**config.mk**
```make
export PLATFORM = sky130hd
export DESIGN_NAME = slurm32_cpu_memory
export DESIGN_NICKNAME = d
export VERILOG_FILES = /design/src/rtl/slurm32_cpu_mem_pkg.sv /design/src/rtl/slurm32_cpu_load_align.sv /design/src/rtl/slurm32_cpu_memory.sv
export SDC_FILE = /design/constraint.sdc
export NUM_CORES = 1
export LEC_CHECK = 0
export CELL_PAD_IN_SITES_DETAIL_PLACEMENT = 1
export CELL_PAD_IN_SITES_GLOBAL_PLACEMENT = 2
export CORE_UTILIZATION = 28
export DETAILED_ROUTE_END_ITERATION = 10
export PLACE_DENSITY = 0.84
export SLEW_MARGIN = 30
export SYNTH_ARGS = -nofsm -noshare
export SYNTH_HDL_FRONTEND = slang
export SYNTH_HIERARCHICAL = 1
export SYNTH_SLANG_ARGS = --single-unit
```
**constraint.sdc**
```tcl
create_clock -name CLK -period 5.8 [get_ports CLK]
set_input_delay 1.74 -clock CLK [delete_from_list [all_inputs] [get_ports CLK]]
set_output_delay 1.74 -clock CLK [all_outputs]
set_load 0.005 [all_outputs]
```
**src/rtl/slurm32_cpu_mem_pkg.sv**
```systemverilog
// Shared definitions for the slurm32 load/store unit: access FSM states,
// the set of legal byte-lane masks and the default bus timeout.
package slurm32_cpu_mem_pkg;

   typedef enum logic [1:0] {
      IDLE      = 2'd0,
      REQ       = 2'd1,
      WAIT_DATA = 2'd2
   } mem_state_e;

   // Legal byte-lane masks: single bytes, aligned halves, full word
   localparam logic [3:0] MASK_B0 = 4'b0001;
   localparam logic [3:0] MASK_B1 = 4'b0010;
   localparam logic [3:0] MASK_B2 = 4'b0100;
   localparam logic [3:0] MASK_B3 = 4'b1000;
   localparam logic [3:0] MASK_H0 = 4'b0011;
   localparam logic [3:0] MASK_H1 = 4'b1100;
   localparam logic [3:0] MASK_W  = 4'b1111;

   localparam int unsigned DEFAULT_TIMEOUT_CYCLES = 255;

   function automatic logic mask_is_legal(input logic [3:0] mask);
      logic ok;
      case (mask)
         MASK_B0, MASK_B1, MASK_B2, MASK_B3,
         MASK_H0, MASK_H1, MASK_W: ok = 1'b1;
         default:                  ok = 1'b0;
      endcase
      return ok;
   endfunction

endpackage

```
**src/rtl/slurm32_cpu_load_align.sv**
```systemverilog
// Load data aligner: picks the byte/half/word selected by the lane mask
// out of the raw bus word and sign- or zero-extends it to 32 bits.
module slurm32_cpu_load_align
   import slurm32_cpu_mem_pkg::*;
(
   input  logic [31:0] rdata,
   input  logic [3:0]  mask,
   input  logic        load_signed,
   output logic [31:0] data
);

   // Lane select and extension; illegal masks never reach here, return zero
   always_comb begin
      data = '0;
      case (mask)
         MASK_W:  data = rdata;
         MASK_H0: data = {{16{load_signed & rdata[15]}}, rdata[15:0]};
         MASK_H1: data = {{16{load_signed & rdata[31]}}, rdata[31:16]};
         MASK_B0: data = {{24{load_signed & rdata[7]}},  rdata[7:0]};
         MASK_B1: data = {{24{load_signed & rdata[15]}}, rdata[15:8]};
         MASK_B2: data = {{24{load_signed & rdata[23]}}, rdata[23:16]};
         MASK_B3: data = {{24{load_signed & rdata[31]}}, rdata[31:24]};
         default: data = '0;
      endcase
   end

endmodule

```
**src/rtl/slurm32_cpu_memory.sv**
```systemverilog
// slurm32 memory stage: accepts one load or store from execute, runs it
// over a simple valid/ready bus with separate read-data return, aligns
// load data for writeback and aborts stuck accesses after a timeout.
module slurm32_cpu_memory
   import slurm32_cpu_mem_pkg::*;
#(
   parameter int unsigned TIMEOUT_CYCLES = DEFAULT_TIMEOUT_CYCLES
)
(
   input  logic        CLK,
   input  logic        RSTb,
   input  logic        load_memory,
   input  logic        store_memory,
   input  logic [29:0] load_store_address,
   input  logic [31:0] memory_out,
   input  logic [3:0]  memory_mask,
   input  logic        load_signed,
   input  logic [3:0]  dest_reg,
   output logic        bus_valid,
   output logic        bus_wr,
   output logic [29:0] bus_addr,
   output logic [31:0] bus_wdata,
   output logic [3:0]  bus_wmask,
   input  logic        bus_ready,
   input  logic [31:0] bus_rdata,
   input  logic        bus_rvalid,
   output logic        stall,
   output logic        wb_valid,
   output logic [3:0]  wb_reg,
   output logic [31:0] wb_data,
   output logic        bus_error
);

   localparam int unsigned CNT_W = $clog2(TIMEOUT_CYCLES + 1);
   localparam logic [CNT_W-1:0] CNT_LAST = CNT_W'(TIMEOUT_CYCLES - 1);

   mem_state_e        state_q, state_d;
   logic [CNT_W-1:0]  cnt_q, cnt_d;
   logic [29:0]       addr_q;
   logic [31:0]       wdata_q;
   logic [3:0]        mask_q;
   logic              is_load_q;
   logic              signed_q;
   logic [3:0]        dest_q;
   logic              wb_valid_q;
   logic [3:0]        wb_reg_q;
   logic [31:0]       wb_data_q;
   logic              bus_error_q;
   logic [31:0]       aligned;

   logic req_any, req_legal, accept, reject;
   logic req_done, data_done, progress, in_access, timeout_hit;

   always_comb begin
      req_any     = load_memory | store_memory;
      req_legal   = mask_is_legal(memory_mask);
      accept      = (state_q == IDLE) && req_any && req_legal;
      reject      = (state_q == IDLE) && req_any && !req_legal;
      req_done    = (state_q == REQ) && bus_ready;
      data_done   = (state_q == WAIT_DATA) && bus_rvalid;
      progress    = req_done | data_done;
      in_access   = (state_q == REQ) || (state_q == WAIT_DATA);
      timeout_hit = in_access && !progress && (cnt_q == CNT_LAST);
   end

   // State register
   always_ff @(posedge CLK) begin
      if (!RSTb) state_q <= IDLE;
      else       state_q <= state_d;
   end

   // Next-state logic
   always_comb begin
      state_d = state_q;
      case (state_q)
         IDLE:      if (accept) state_d = REQ;
         REQ: begin
            if (bus_ready)        state_d = is_load_q ? WAIT_DATA : IDLE;
            else if (timeout_hit) state_d = IDLE;
         end
         WAIT_DATA: if (bus_rvalid || timeout_hit) state_d = IDLE;
         default:   state_d = IDLE;
      endcase
   end

   // Bus handshake and upstream stall outputs
   always_comb begin
      bus_valid = 1'b0;
      bus_wr    = 1'b0;
      stall     = 1'b0;
      case (state_q)
         IDLE:      stall = req_any;
         REQ: begin
            bus_valid = 1'b1;
            bus_wr    = !is_load_q;
            stall     = !(!is_load_q && bus_ready) && !timeout_hit;
         end
         WAIT_DATA: stall = !bus_rvalid && !timeout_hit;
         default:   stall = 1'b0;
      endcase
   end

   // Timeout counter next value: restarts per bus phase, counts idle cycles
   always_comb begin
      cnt_d = cnt_q;
      if (accept || req_done || timeout_hit) cnt_d = '0;
      else if (in_access && !progress)       cnt_d = cnt_q + 1'b1;
   end

   // Request capture and timeout counter
   always_ff @(posedge CLK) begin
      if (!RSTb) begin
         addr_q    <= '0;
         wdata_q   <= '0;
         mask_q    <= '0;
         is_load_q <= 1'b0;
         signed_q  <= 1'b0;
         dest_q    <= '0;
         cnt_q     <= '0;
      end else begin
         cnt_q <= cnt_d;
         if (accept) begin
            addr_q    <= load_store_address;
            wdata_q   <= memory_out;
            mask_q    <= memory_mask;
            is_load_q <= load_memory;
            signed_q  <= load_signed;
            dest_q    <= dest_reg;
         end
      end
   end

   slurm32_cpu_load_align u_align (
      .rdata       (bus_rdata),
      .mask        (mask_q),
      .load_signed (signed_q),
      .data        (aligned)
   );

   // Writeback result and abort pulse registers
   always_ff @(posedge CLK) begin
      if (!RSTb) begin
         wb_valid_q  <= 1'b0;
         wb_reg_q    <= '0;
         wb_data_q   <= '0;
         bus_error_q <= 1'b0;
      end else begin
         wb_valid_q  <= data_done;
         bus_error_q <= reject | timeout_hit;
         if (data_done) begin
            wb_reg_q  <= dest_q;
            wb_data_q <= aligned;
         end
      end
   end

   assign bus_addr  = addr_q;
   assign bus_wdata = wdata_q;
   assign bus_wmask = mask_q;
   assign wb_valid  = wb_valid_q;
   assign wb_reg    = wb_reg_q;
   assign wb_data   = wb_data_q;
   assign bus_error = bus_error_q;

endmodule
```
### Yosys cells after proc, flatten, opt, wreduce, memory -nomap -nowiden

Cells that the tools add are included.

| cells by class | value |
|---|---|
| add/subtract/negate cells | 1 |
| muxes and demuxes | 11 |
| bitwise logic cells | 8 |
| equality and inequality tests | 20 |
| reduce and logical (&&, ||, !) cells | 24 |

Operators by type and width:

| kind | count |
|---|---|
| one-hot mux 32 bit (7 select lines) | 1 |
| == test 4 bit (second input constant) | 6 |
| == test 4 x 2 -> 1 bit (second input constant) | 4 |
| logical AND 1 bit | 10 |
| 2-to-1 mux 2 bit | 5 |
| adder 8 x 1 -> 8 bit (second input constant) | 1 |
| == test 4 x 1 -> 1 bit (second input constant) | 2 |
| == test 4 x 3 -> 1 bit (second input constant) | 2 |
| == test 8 bit (second input constant) | 1 |
| OR reduction 7 bit | 1 |
| logical NOT 1 bit | 6 |
| one-hot mux 2 bit (3 select lines) | 1 |
| bitwise AND 1 bit | 4 |
| logical OR 1 bit | 4 |
| 2-to-1 mux 1 bit | 3 |
| != test 3 bit (second input constant) | 1 |
| bitwise OR 1 bit | 3 |
| one-hot mux 1 bit (3 select lines) | 1 |
| AND reduction 3 bit | 1 |
| == test 2 x 1 -> 1 bit (second input constant) | 1 |
| == test 2 bit (second input constant) | 1 |
| logical NOT 2 bit | 1 |
| != test 2 x 1 -> 1 bit (second input constant) | 1 |
| != test 2 bit (second input constant) | 1 |
| 2 further kinds | 2 |

| word-level totals | value |
|---|---|
| output and inout port bits | 107 |
| bits in registers | 120 |
| input port bits | 109 |

### Logic depth before layout (Yosys ltp)

Gate-level depths: netlist of the first run.

| logic depth | value |
|---|---|
| word-level depth | 9 |
| mapped depth | 7 |

### Hierarchy

The synthesis of the first run kept the hierarchy.

By module, submodules not included:

| module | instances | area an instance (sq um) | cells each |
|---|---|---|---|
| slurm32_cpu_memory | 1 | 5088.6 | 556 |
| slurm32_cpu_load_align | 1 | 983.4 | 148 |

### Worst setup path after synthesis of the first run

No wires, ideal clock.

| timing path | value |
|---|---|
| path type | input-to-output |
| start | in bus_ready |
| end | out stall |
| path buffers | 0 |
| arrival time | 2389 ps |
| stages | 4 |
| path slack | 1671 ps |
| path through | nand2_1 nand4_2 o311ai_0 a21oi_1 |

| between the ends | value |
|---|---|
| longest elaborated chain between the ends | 8 |

RTL lines:

| what | line | RTL |
|---|---|---|
| from (decl) | slurm32_cpu_memory.sv:24 | `input logic bus_ready,` |
| logical AND 1 bit | slurm32_cpu_memory.sv:59 | `req_done = (state_q == REQ) && bus_ready;` |
| bitwise OR 1 bit | slurm32_cpu_memory.sv:61 | `progress = req_done \| data_done;` |
| logical NOT 1 bit | slurm32_cpu_memory.sv:63 | `timeout_hit = in_access && !progress && (cnt_q == CNT_LAST);` |
| logical AND 1 bit (2 in series) | slurm32_cpu_memory.sv:63 |  |
| logical NOT 1 bit | slurm32_cpu_memory.sv:96, slurm32_cpu_memory.sv:98 |  |
| logical AND 1 bit (on tied branches) | slurm32_cpu_memory.sv:98, slurm32_cpu_memory.sv:96 |  |
| one-hot mux 1 bit (3 select lines) (*) | slurm32_cpu_memory.sv:91 | `case (state_q)` |
| to (decl) | slurm32_cpu_memory.sv:27 | `output logic stall,` |

Every way passes the cells marked *; elsewhere a longest branch is shown, timed or not.

### Worst setup path in the final report of the first run

Ends and elaborated chain as after synthesis.

==> flow_summary.json, run 1 <==
{
  "htreeDepth": 4,
  "die-area_sq_um": 22300,
  "core_area_sq_um": 21200,
  "ios": 216,
  "p_switching_w": 0.000656,
  "cts_hold_buf": 0,
  "remaining_drc_errors": 0,
  "drtIter0Drc": 234,
  "grt.total_usage_pct": 16.9,
  "synth_fa_ha_area_share_pct": 1.24,
  "hpwl_mm": 12.9,
  "num_rows": 53,
  "hold_path.class": "flip-flop to flip-flop",
  "cts_root_buffer": "clkbuf_16",
  "yosysSeqAreaShare_pct": 39.6,
  "clock_sinks": 120,
  "cp_max_fo": 9,
  "postRouteAntennaNets": 0,
  "syn_inst": 704,
  "antenna_found_initial": 1,
  "final_max_slew_viol_count": 0,
  "grt_pass1_vias": 5584,
  "comb_power_share_pct": 17.6,
  "yosysTopAreaCellShare_pct": 39.6,
  "synth_nets": 819,
  "clkTransAtPathRegs_ps": 60,
  "synthTopCellsByArea": "dfxtp_1 (40%), nand2_1 (16%), mux2i_1 (12%)",
  "portBuffers": 215,
  "synth_top_family_by_area": "simple AND/OR/NAND/NOR gates",
  "worstMarginPinSlew_ps": 906,
  "clk_latency_ps": 410,
  "leakagePower_nw": 3.40,
  "cts_buffer_depth": 2,
  "cts_buffers": 17,
  "cts_tree": "yes",
  "finalHoldViolCount": 0,
  "start_kind": "input port",
  "utilization_pct": 41.6,
  "power.share.sequential_pct": 38.4,
  "synth_top_cell_by_area": "dfxtp_1",
  "cp-end-kind": "primary output",
  "synth_compound_area_share_pct": 12.0,
  "fmax_mhz": 189,
  "wl_per_cell_microns": 15.9,
  "drive_above_1_share_pct": 8.31,
  "rsz0062_at_grt": "false",
  "layout_common_cells": "nand2_1 (251), clkdlybuf4s50_1 (214), dfxtp_1 (120)",
  "gr-total-overflow": 0,
  "fin_tns_setup_ps": 0,
  "min_period_ps": 5300,
  "viasPerCell": 4.72,
  "ys_seq_elements": 120,
  "synth_area_per_cell_sq_um": 8.63,
  "relSlewSlack_pct": 39.4,
  "cp.arrival_ps": 3560,
  "cts_resized": 0,
  "p_per_area_nw_per_um2": 268,
  "grt_pass1_wl_mm": 29.3,
  "synth_xor_area_share_pct": 0.865,
  "die_w_microns": 149,
  "synth_mux_area_share_pct": 12.3,
  "clockPowerShare_pct": 44.0,
  "finalCritPeriodShare_pct": 91.4,
  "internal_power_w": 0.00170,
  "grt_start_max_net_pins": 128,
  "syn_area_sq_um": 6070,
  "final_nets": 1005,
  "status": "complete, no violations",
  "setup-violations-final": 0,
  "critPathKind": "input port to primary output",
  "syn_to_final_growth_pct": 44.8,
  "final_common_cell": "nand2_1",
  "clock_skew_ps": 12.1,
  "crit_required_ps": 4060,
  "drv_cap": 0,
  "switching_share_pct": 27.8,
  "synth-simple-area-share_pct": 27.1,
  "synth.distinct_cells": 57,
  "vias": 5560,
  "post-cts-setup-buffers": 0,
  "firstDrtPassIters": 4,
  "antenna_cells": 0,
  "finalWeightedCongestion": 0.779,
  "initial_utilization_pct": 28.7,
  "die_h_microns": 149,
  "synth_warnings": 6,
  "drt_wl_total_mm": 18.7,
  "vdd_drop_max_uv": 178
}
-- stage by stage --
stage | hold WS (ps) | setup slack (ps) | cell area [sq um] | cells | power, W
after floorplan | 431 | 1670 | 6070 | 704 | 0.00116
after global placement | 441 | 543 | 8220 | 1146 | 0.00134
after detailed placement | 445 | 501 | 8220 | 1146 | 0.00134
after CTS | 456 | 497 | 8790 | 1178 | 0.00240
after global routing | 469 | 335 | 8790 | 1178 | 0.00247
final | 452 | 497 | 8790 | 1178 | 0.00236
-- power groups by stage --
stage | clock network (W) | registers (W) | logic [W]
finish | 0.00104 | 0.000905 | 0.000414
CTS | 0.00107 | 0.000906 | 0.000420
floorplan | 0 | 0.000919 | 0.000237
global route | 0.00111 | 0.000912 | 0.000449
detailed placement | 0 | 0.000922 | 0.000418
global placement | 0 | 0.000921 | 0.000417
-- cell usage after synthesis, drive strengths merged --
| master | number |
|---|---|
| nand3b | 8 |
| and3b | 5 |
| a21boi | 39 |
| buf | 29 |
| o211ai | 5 |
| o21ai | 12 |
| xor2 | 5 |
| nor4bb | 1 |
| a22o | 1 |
| nor2b | 2 |
| nand2 | 252 |
| a21oi | 11 |
| a2111oi | 2 |
| nor3 | 6 |
| o311ai | 1 |
| o32ai | 1 |
| mux2i | 74 |
| and3 | 13 |
| and2 | 7 |
| clkbuf | 24 |
| a211oi | 2 |
| nor2 | 13 |
| nand2b | 2 |
| o2bb2ai | 1 |
| nand4 | 6 |
| o2111ai | 8 |
| or3 | 2 |
| or3b | 1 |
| xnor2 | 1 |
| inv | 6 |
| or2 | 1 |
| nand3 | 19 |
| ha | 6 |
| nor3b | 8 |
| a211o | 7 |
| and4 | 2 |
| a32o | 1 |
| dfxtp | 120 |
-- metal layers --
metal  part of all wire (%)  global-route usage (%)
met3                    8.4                    6.02
met4                    1.7                    6.43
met5                      0                       0
met2                     46                    27.0
met1                     44                    20.8
-- worst paths after layout --
path | from | slack [ps] | to | depth (start not counted)
max | bus_ready | 500 | stall | 6
min | dest_q[0] | 450 | wb_reg[0] | 2
max reg2reg | bus_wmask[2] | 3480 | wb_data[6] | 5
min reg2reg | dest_q[0] | 450 | wb_reg[0] | 2
-- worst max-delay path, cell delays in order --
cell and delay [ps]:
clkdlybuf4s50_1 500, nand2_1 210, nand4_2 240, o311ai_0 180, a21oi_1 180, clkdlybuf4s50_1 510
-- area by class of cell --
| type | count | area [sq um] |
|---|---|---|
| well taps | 275 | 344 |
| repair buffers | 220 | 2200 |
| inverters | 6 | 22.5 |
| clock inverters | 15 | 143 |
| multi-input cells | 525 | 3250 |
| flip-flops and latches | 120 | 2400 |
| fillers | 2454 | 12400 |
| clock buffers | 17 | 425 |
-- cells by family (layout without fill, tap and decap cells) --
| group | Yosys count | in the layout |
|---|---|---|
| fa+ha+maj | 6 | 6 |
| xor+xnor | 6 | 6 |
| flops | 120 | 120 |
| simple gates | 348 | 348 |
| buf+inv | 59 | 258 |
| compound gates | 91 | 91 |
| mux | 74 | 74 |
Note: power is estimated with default switching activity, not from simulation.
==> run 2: changes to the inputs <==
--- a/config.mk
+++ b/config.mk
@@ -7,6 +7,7 @@
 export LEC_CHECK = 0
 export CELL_PAD_IN_SITES_DETAIL_PLACEMENT = 1
 export CELL_PAD_IN_SITES_GLOBAL_PLACEMENT = 2
+export CORE_MARGIN = 1
 export CORE_UTILIZATION = 28
 export DETAILED_ROUTE_END_ITERATION = 10
 export PLACE_DENSITY = 0.84
==> results of run 2 <==
Final layout, timing and power as in run 1 (identical DEF).
==> run 3: changes to the inputs <==
--- a/config.mk
+++ b/config.mk
@@ -5,8 +5,10 @@
 export SDC_FILE = /design/constraint.sdc
 export NUM_CORES = 1
 export LEC_CHECK = 0
+export CAP_MARGIN = 20
 export CELL_PAD_IN_SITES_DETAIL_PLACEMENT = 1
 export CELL_PAD_IN_SITES_GLOBAL_PLACEMENT = 2
+export CORE_ASPECT_RATIO = 1.5
 export CORE_MARGIN = 1
 export CORE_UTILIZATION = 28
 export DETAILED_ROUTE_END_ITERATION = 10
==> run 3 against run 2 <==
Compared with the run above:
- utilization is 0.53 points higher
- clock skew is 5.2 ps lower
- sequential share of layout area decreased by 0.33 points
- wire length is 3.9% higher
- worst setup slack lost 65 ps
- total power grew 4.9%
- hold slack worse by 2.6 ps
- register-to-register slack hardly changed
- largest cell class unchanged
==> flow_summary.json, run 3 (synthesis results as in run 1) <==
{
  "cts_root_buffer": "clkbuf_16",
  "utilization_pct": 42.1,
  "clockPowerShare_pct": 46.3,
  "grt_start_max_net_pins": 100,
  "cts_tree": "yes",
  "grt_pass1_wl_mm": 30.2,
  "cp-end-kind": "primary output",
  "final_nets": 1009,
  "finalWeightedCongestion": 0.793,
  "antenna_found_initial": 1,
  "syn_to_final_growth_pct": 46.6,
  "cts_hold_buf": 0,
  "clock_sinks": 120,
  "multi_input_area_sq_um": 3260,
  "firstDrtPassIters": 4,
  "hold_depth": 2,
  "cts_resized": 0,
  "wl_per_cell_microns": 16.6,
  "r2r_cells": 5,
  "whs_endpoint": "wb_reg[1]",
  "layout_common_cells": "nand2_1 (252), clkdlybuf4s50_1 (214), dfxtp_1 (120)",
  "dp_slack_ps": 481,
  "placed_area_sq_um": 8250,
  "r2r-start": "bus_wmask[0]",
  "portBuffers": 215,
  "p_switching_w": 0.000614,
  "worstMarginPinSlew_ps": 857,
  "power.share.sequential_pct": 36.6,
  "switching_share_pct": 24.9,
  "ios": 216,
  "drt_wl_total_mm": 19.4,
  "comb_power_share_pct": 17.1,
  "viasPerCell": 4.80,
  "grt.total_usage_pct": 17.7,
  "finalHoldViolCount": 0,
  "layout_setup_ws_ps": 432,
  "drtIter0Drc": 258,
  "min_period_ps": 5370,
  "antenna_cells": 0,
  "cts_buffers": 17,
  "clkTransAtPathRegs_ps": 60,
  "status": "complete, no violations",
  "fmax_mhz": 186,
  "crit_required_ps": 4060,
  "start_kind": "input port",
  "drv_cap": 0,
  "htreeDepth": 4,
  "grt_pass1_vias": 5790,
  "core_area_sq_um": 21100,
  "final_common_cell": "nand2_1",
  "die-area_sq_um": 22300,
  "die_w_microns": 122,
  "final_max_slew_viol_count": 0,
  "vdd_drop_max_uv": 191,
  "gr-total-overflow": 0,
  "relSlewSlack_pct": 42.9,
  "critPathKind": "input port to primary output",
  "vias": 5630,
  "hold_path.class": "flip-flop to flip-flop",
  "post-cts-setup-buffers": 0,
  "clk_latency_ps": 420,
  "rsz0062_at_grt": "false",
  "fin_tns_setup_ps": 0,
  "num_rows": 65,
  "internal_power_w": 0.00186,
  "p_per_area_nw_per_um2": 278,
  "postLayoutCellArea_sq_um": 8900,
  "finalCritPeriodShare_pct": 92.6,
  "cp.arrival_ps": 3630,
  "die_h_microns": 182,
  "register_area_sq_um": 2400,
  "initial_utilization_pct": 28.7,
  "cp_max_fo": 9,
  "worstHoldStart": "dest_q[1]",
  "cts_buffer_depth": 2,
  "r2r-end": "wb_data[0]",
  "postRouteAntennaNets": 0,
  "rrSetupSlack_ps": 3470,
  "hpwl_mm": 14.0,
  "drive_above_1_share_pct": 8.50,
  "fillers": 2478,
  "remaining_drc_errors": 0,
  "setup-violations-final": 0,
  "clock_skew_ps": 6.87,
  "leakagePower_nw": 3.45
}
## run 3: final cells by class
cell class                 instances  share of cell area (%)
tap                              268                    3.77
timing repair buffer             224                    25.2
clock buffer                      20                    5.24
sequential                       120                    27.0
clock inverter                    11                    1.91
inverter                           6                   0.253
multi-input combinational        525                    36.6
## run 3: worst max-delay path by stage
| stage | slack, ps | end | startpoint |
|---|---|---|---|
| after floorplan | 1670 | stall | bus_ready |
| after global placement | 520 | stall | bus_ready |
| after detailed placement | 480 | stall | bus_ready |
| after CTS | 480 | stall | bus_ready |
| after global routing | 310 | stall | bus_ready |
| final | 430 | stall | bus_ready |
## run 3: worst max-delay path, stage by stage
cell and delay (ps):
clkdlybuf4s50_1 520, nand2_1 210, nand4_2 240, o311ai_0 170, a21oi_1 210, clkdlybuf4s50_1 540
## run 3: through the flow
| step | std cells | hold WS, ps | total power (W) |
|---|---|---|---|
| floorplan | 704 | 431 | 0.00116 |
| global placement | 1143 | 439 | 0.00134 |
| detailed placement | 1143 | 445 | 0.00135 |
| CTS | 1174 | 454 | 0.00251 |
| global route | 1174 | 471 | 0.00258 |
| finish | 1174 | 449 | 0.00247 |
## run 3: power by group through the flow
stage / clock network [W] / registers (W) / logic (W)
6_report: 0.00114 / 0.000904 / 0.000423
5_1_grt: 0.00121 / 0.000910 / 0.000459
3_3_place_gp: 0 / 0.000919 / 0.000425
2_1_floorplan: 0 / 0.000919 / 0.000237
4_1_cts: 0.00118 / 0.000904 / 0.000430
3_5_place_dp: 0 / 0.000921 / 0.000427
## run 3: metal layers
metal / up-vias / GRT usage, % / routed length [microns]
li1: 2750 / - / -
met1: 2679 / 18.2 / 7400
met2: 169 / 31.4 / 10100
met3: 30 / 6.03 / 1260
met4: 2 / 8.39 / 636
met5: - / 0 / 13
